### config.mk
export PLATFORM = sky130hd
export DESIGN_NAME = calibration_sequencer
export DESIGN_NICKNAME = d
export VERILOG_FILES = /design/src/rtl/calibration_sequencer.sv
export SDC_FILE = /design/constraint.sdc
export NUM_CORES = 1
export LEC_CHECK = 0
export CAP_MARGIN = 20
export CORE_MARGIN = 3
export CORE_UTILIZATION = 40
export DETAILED_ROUTE_END_ITERATION = 6
export PLACE_DENSITY = 0.63
export SLEW_MARGIN = 20
export SYNTH_ARGS = -nofsm -noshare
export SYNTH_HDL_FRONTEND = slang
export SYNTH_SLANG_ARGS = --single-unit
### constraint.sdc
create_clock -name clk -period 2.2 [get_ports clk]
set_input_delay 0.22 -clock clk [delete_from_list [all_inputs] [get_ports clk]]
set_output_delay 0.22 -clock clk [all_outputs]
set_load 0.005 [all_outputs]
### src/rtl/calibration_sequencer.sv
// rtl/calibration_sequencer.sv - LED-ID calibration sequencer: baseline capture then one capture per address bit
// Drives the ID display bit select and the camera capture handshake; all outputs are registered.
module calibration_sequencer #(
   parameter int NUM_LEDS       = 50,
   parameter int BIT_NUM_WIDTH  = 3,
   parameter int SETTLE_CYCLES  = 1000,
   parameter int TIMEOUT_CYCLES = 50_000_000
) (
   input  logic                     clk,
   input  logic                     rst,
   input  logic                     start,
   input  logic                     abort,
   input  logic                     displayed_frame_valid,
   input  logic                     capture_ack,
   output logic [BIT_NUM_WIDTH-1:0] bit_num,
   output logic                     display_blank,
   output logic                     display_restart,
   output logic                     capture_req,
   output logic                     capture_is_baseline,
   output logic                     busy,
   output logic                     done,
   output logic                     error
);
   localparam int NUM_BITS  = $clog2(NUM_LEDS);
   localparam int CNT_LIMIT = (SETTLE_CYCLES > TIMEOUT_CYCLES) ? SETTLE_CYCLES : TIMEOUT_CYCLES;
   localparam int CNT_W     = $clog2(CNT_LIMIT + 1);
   localparam logic [CNT_W-1:0] CNT_MAX      = '1;
   localparam logic [CNT_W-1:0] SETTLE_LAST  = CNT_W'((SETTLE_CYCLES > 0) ? SETTLE_CYCLES - 1 : 0);
   localparam logic [CNT_W-1:0] TIMEOUT_LAST = CNT_W'((TIMEOUT_CYCLES > 0) ? TIMEOUT_CYCLES - 1 : 0);
   localparam logic [BIT_NUM_WIDTH-1:0] LAST_BIT = BIT_NUM_WIDTH'(NUM_BITS - 1);

   typedef enum logic [2:0] {
      S_IDLE,
      S_BLANK_SETUP,
      S_SELECT,
      S_WAIT_VALID,
      S_SETTLE,
      S_CAPTURE,
      S_DONE,
      S_ERROR
   } state_t;

   state_t           state;
   logic [CNT_W-1:0] wait_cnt;
   logic [CNT_W-1:0] cnt_next;
   logic             start_q;
   logic             abort_q;
   logic             start_edge;
   logic             abort_edge;
   logic             active;

   assign start_edge = start & ~start_q;
   assign abort_edge = abort & ~abort_q;
   assign active     = (state != S_IDLE) && (state != S_DONE) && (state != S_ERROR);
   // Saturating increment: the counter must never wrap back into a "fresh" value.
   assign cnt_next   = (wait_cnt == CNT_MAX) ? wait_cnt : wait_cnt + 1'b1;

   always_ff @(posedge clk) begin
      if (rst) begin
         state               <= S_IDLE;
         bit_num             <= '0;
         display_blank       <= 1'b0;
         display_restart     <= 1'b0;
         capture_req         <= 1'b0;
         capture_is_baseline <= 1'b0;
         busy                <= 1'b0;
         done                <= 1'b0;
         error               <= 1'b0;
         wait_cnt            <= '0;
         start_q             <= start;
         abort_q             <= abort;
      end else begin
         start_q         <= start;
         abort_q         <= abort;
         display_restart <= 1'b0;
         if (abort_edge && active) begin
            state               <= S_IDLE;
            bit_num             <= '0;
            display_blank       <= 1'b0;
            capture_req         <= 1'b0;
            capture_is_baseline <= 1'b0;
            busy                <= 1'b0;
            done                <= 1'b0;
            error               <= 1'b0;
            wait_cnt            <= '0;
         end else begin
            case (state)
               S_IDLE, S_DONE, S_ERROR: begin
                  if (start_edge) begin
                     state               <= S_BLANK_SETUP;
                     bit_num             <= '0;
                     display_blank       <= 1'b1;
                     display_restart     <= 1'b1;
                     capture_is_baseline <= 1'b1;
                     busy                <= 1'b1;
                     done                <= 1'b0;
                     error               <= 1'b0;
                     wait_cnt            <= '0;
                  end
               end
               S_BLANK_SETUP, S_SELECT: begin
                  state    <= S_WAIT_VALID;
                  wait_cnt <= '0;
               end
               S_WAIT_VALID: begin
                  if (displayed_frame_valid) begin
                     wait_cnt <= '0;
                     if (SETTLE_CYCLES == 0) begin
                        state       <= S_CAPTURE;
                        capture_req <= 1'b1;
                     end else begin
                        state <= S_SETTLE;
                     end
                  end else if (wait_cnt == TIMEOUT_LAST) begin
                     state               <= S_ERROR;
                     error               <= 1'b1;
                     busy                <= 1'b0;
                     display_blank       <= 1'b0;
                     capture_is_baseline <= 1'b0;
                  end else begin
                     wait_cnt <= cnt_next;
                  end
               end
               S_SETTLE: begin
                  if (wait_cnt == SETTLE_LAST) begin
                     state       <= S_CAPTURE;
                     capture_req <= 1'b1;
                     wait_cnt    <= '0;
                  end else begin
                     wait_cnt <= cnt_next;
                  end
               end
               S_CAPTURE: begin
                  // An ack in the same cycle as the timeout still counts as a capture.
                  if (capture_ack) begin
                     capture_req <= 1'b0;
                     wait_cnt    <= '0;
                     if (capture_is_baseline) begin
                        capture_is_baseline <= 1'b0;
                        display_blank       <= 1'b0;
                        display_restart     <= 1'b1;
                        state               <= S_SELECT;
                     end else if (bit_num == LAST_BIT) begin
                        state <= S_DONE;
                        done  <= 1'b1;
                        busy  <= 1'b0;
                     end else begin
                        bit_num         <= bit_num + 1'b1;
                        display_restart <= 1'b1;
                        state           <= S_SELECT;
                     end
                  end else if (wait_cnt == TIMEOUT_LAST) begin
                     state               <= S_ERROR;
                     error               <= 1'b1;
                     busy                <= 1'b0;
                     capture_req         <= 1'b0;
                     display_blank       <= 1'b0;
                     capture_is_baseline <= 1'b0;
                  end else begin
                     wait_cnt <= cnt_next;
                  end
               end
            endcase
         end
      end
   end
endmodule
==> summary.md <==
| Metric | Value |
|---|---|
| Routed WL | `6.84 mm` |
| Yosys reg bits | `41` |
| Starting Density | `42.6%` |
| # H-tree levels | `2` |
| Highest routed layer | `met4` |
| Shortest period the worst path allows | `2.13 ns` |
| Syn avg cell area | `7.93 sq um` |
| Synth Warn # | `0` |
| Peak supply drop | `465 uV` |
| Data required, critical path | `2.37 ns` |
| CTS tree | `yes` |
| Clock slew at reported path FFs | `0.09 ns` |
| CP arrival | `2.31 ns` |
| Clk root buf | `clkbuf_8` |
| Ys flop type | `dfxtp_1` |
| Seq/Total Area, Yosys | `34.2%` |
| # rows | `27` |
| PortBufs | `15` |
| Wire per inst | `16.1 microns` |
| Global route overflow | `0` |
| Area Overhead vs Synth | `26.6%` |
| Slew HR | `71.7%` |
| Final HPWL DP | `5.10 mm` |
| Crit. End Element | `flip-flop` |
| First-pass GRT wire length | `11.5 mm` |
| RR Endpoint | `wait_cnt[6]` |
| Final period util | `97.0%` |
| RePlAce Congestion | `0.901` |
| Diode count | `0` |
| R2r worst-path depth | `8` |
| Gr usage total | `19.8%` |
| EDFF count, synth | `0` |
| HP Class | `in2reg` |
| Hold Crit Start | `abort` |
| Worst-margin pin slew | `0.421 ns` |
| Max Fclk | `469 MHz` |
| Post-Syn Area | `2400 sq um` |
| Syn Nets | `312` |
| IO Pins | `16` |
| Met1 WL | `3.13 mm` |
| Largest net degree at the start of global routing | `18` |
| DR WL met3 | `375 microns` |
| Pwr per Cell Area | `686 nW/um^2` |
| Commonest non-fill, non-tap cell in the layout | `dfxtp_1` |
| WHS Endpoint | `abort_q` |
| Cell count after synthesis | `303` |
| WL met2 | `3.24 mm` |
| Post-route DRC | `0` |
| CTS sink count | `41` |
| RSZ-0062 raised after global routing | `true` |
| Number of global-route vias before repair | `2421` |
| First DRT Iteration DRCs | `200` |
| Worst Path Max Fanout | `9` |
| Core ar. | `5640 sq um` |
| Vias/cell | `5.79` |
| Distinct cells, synth | `60` |
| Worst setup SP type | `flip-flop` |
| Most frequent cells in the layout | `dfxtp_1 (41), buf_4 (37), nand2_1 (31), nor2_1 (30)` |
| Full die area | `6970 sq um` |
| Final hold vios | `0` |
| Die W | `83.5 microns` |
| Vias | `2454` |
| Pwr Total | `2090 uW` |
| Final Max Tran Viols | `0` |
| Min-Delay Path Depth | `1` |
| Initial antenna violation count | `0` |
| Critical path type | `reg2reg` |
| Async set-reset flop share out of synthesis | `0%` |
| Status | `finished clean` |
| Die height | `83.5 microns` |
| Worst skew pair latency | `0.29 ns` |
| Remaining antenna violation count | `0` |
| Final WS setup | `0.0657 ns` |
| Final Setup Violations | `0` |
| Max-cap violation count | `0` |
| Worst Setup SP | `wait_cnt[12]` |
| R2R Path Start | `wait_cnt[12]` |
| TritonCTS buffer count | `5` |
| Share of cells above drive strength 1 | `19.0%` |
| Final net count | `360` |
| Reg2Reg Setup Slack | `0.07 ns` |
| Final hold slack | `0.383 ns` |
| Pre-CTS WS | `0.0277 ns` |
| Leakage | `0.00108 uW` |
| Worst Skew | `0.00996 ns` |
| First-pass DRT Iterations | `4` |
| CTS Buffer Depth | `2` |
==> layer usage <==
| metal | vias up | GRT usage (%) |
|---|---|---|
| met2 | 73 | 35.1 |
| li1 | 1231 | - |
| met4 | 0 | 4.97 |
| met3 | 9 | 3.55 |
| met1 | 1141 | 24.7 |
| met5 | - | 0 |
==> Yosys cell counts, types with 2 or more instances <==
cell | n | share of area (%)
a211oi_1 | 5 | 1.6
inv_1 | 7 | 1.1
and3_1 | 7 | 1.8
o21ai_1 | 2 | 0.42
buf_2 | 3 | 0.62
and2_1 | 5 | 1.3
nand2b_1 | 3 | 0.78
a21o_1 | 2 | 0.62
nor4bb_1 | 2 | 0.83
or3_1 | 5 | 1.3
nand2_1 | 31 | 4.8
a31oi_1 | 12 | 3.1
nor2b_1 | 6 | 1.6
a21oi_1 | 20 | 4.2
o31ai_1 | 5 | 1.6
dfxtp_1 | 41 | 34
nand3_1 | 14 | 2.9
o21ai_4 | 2 | 1.4
nor3_1 | 10 | 2.1
ha_1 | 3 | 1.6
o41ai_1 | 2 | 0.73
a41oi_1 | 3 | 1.1
nand4_1 | 6 | 1.6
o21ai_0 | 19 | 4.0
o211ai_1 | 2 | 0.62
nor2_1 | 30 | 4.7
and4_1 | 2 | 0.73
a22oi_1 | 3 | 0.94
nand4b_1 | 4 | 1.5
nor4_1 | 4 | 1.0
or4_1 | 2 | 0.62
nor2_2 | 2 | 0.52
or3b_1 | 2 | 0.73
o22ai_1 | 2 | 0.52
buf_6 | 3 | 1.4
xor2_1 | 2 | 0.73
clkbuf_1 | 7 | 1.1
==> worst max-delay path, cell delays in order, from the launching register on <==
cell and delay [ns]:
dfxtp_1 0.33, or4_4 0.55, or3_4 0.37, o21ai_4 0.18, buf_6 0.13, a21oi_4 0.09, buf_12 0.16, a31oi_1 0.16
a21oi_1 0.05
==> through the flow <==
| step | utilization [%] | cells | instance area [sq um] | TNS, ns |
|---|---|---|---|---|
| finish | 53.9 | 424 | 3040 | 0 |
| floorplan | - | 303 | 2400 | 0 |
| global route | 53.9 | 424 | 3040 | -0.0881 |
| CTS | 52.8 | 422 | 2980 | 0 |
| detailed placement | 50.4 | 414 | 2850 | 0 |
| global placement | 50.4 | 414 | 2850 | 0 |
==> report_power, final <==
part | switching, uW | internal [uW] | total [uW]
Clock | 282 | 451 | 734
Combinational | 306 | 241 | 546
Sequential | 30.5 | 775 | 806
==> cell type report <==
type,count,area [sq um]
fill,527,2600
multi-input combinational,241,1500
sequential,41,821
timing repair buffer,55,470
tap,72,90.1
clock buffer,5,68.8
clock inverter,3,65.1
inverter,7,26.3
==> timing repair <==
action,in CTS,in global routing
hold buffers,0,0
setup buffers,0,2
setup endpoints to repair,0,25
gates resized for setup,0,9
==> registers in the layout, summed over array words and instances, names as in the netlist <==
name	count
abort_q	1
capture_req	1
state	3
error	1
start_q	1
display_blank	1
done	1
display_restart	1
busy	1
wait_cnt	26
bit_num	3
capture_is_baseline	1
==> cell families after synthesis <==
kind of cell / count (synthesis) / share of synthesized area, %
multiplexers: 1 / 0.417
flip-flops: 41 / 34.2
XOR/XNOR: 2 / 0.729
AND/OR/NAND/NOR: 143 / 31.8
AO/OA/AOI/OAI: 92 / 26.8
buffers and inverters: 21 / 4.53
adder cells (fa/ha/maj): 3 / 1.56
==> how the worst max path moves through the flow <==
stage / end / cells after the start / slack [ns]
floorplan: wait_cnt[7] / 8 / 0.17
global placement: wait_cnt[4] / 7 / 0.08
detailed placement: wait_cnt[7] / 7 / 0.03
CTS: wait_cnt[14] / 7 / 0.002
global route: display_blank / 8 / -0.04
finish: wait_cnt[6] / 8 / 0.07
No activity file was read; power rests on OpenSTA's default activity.
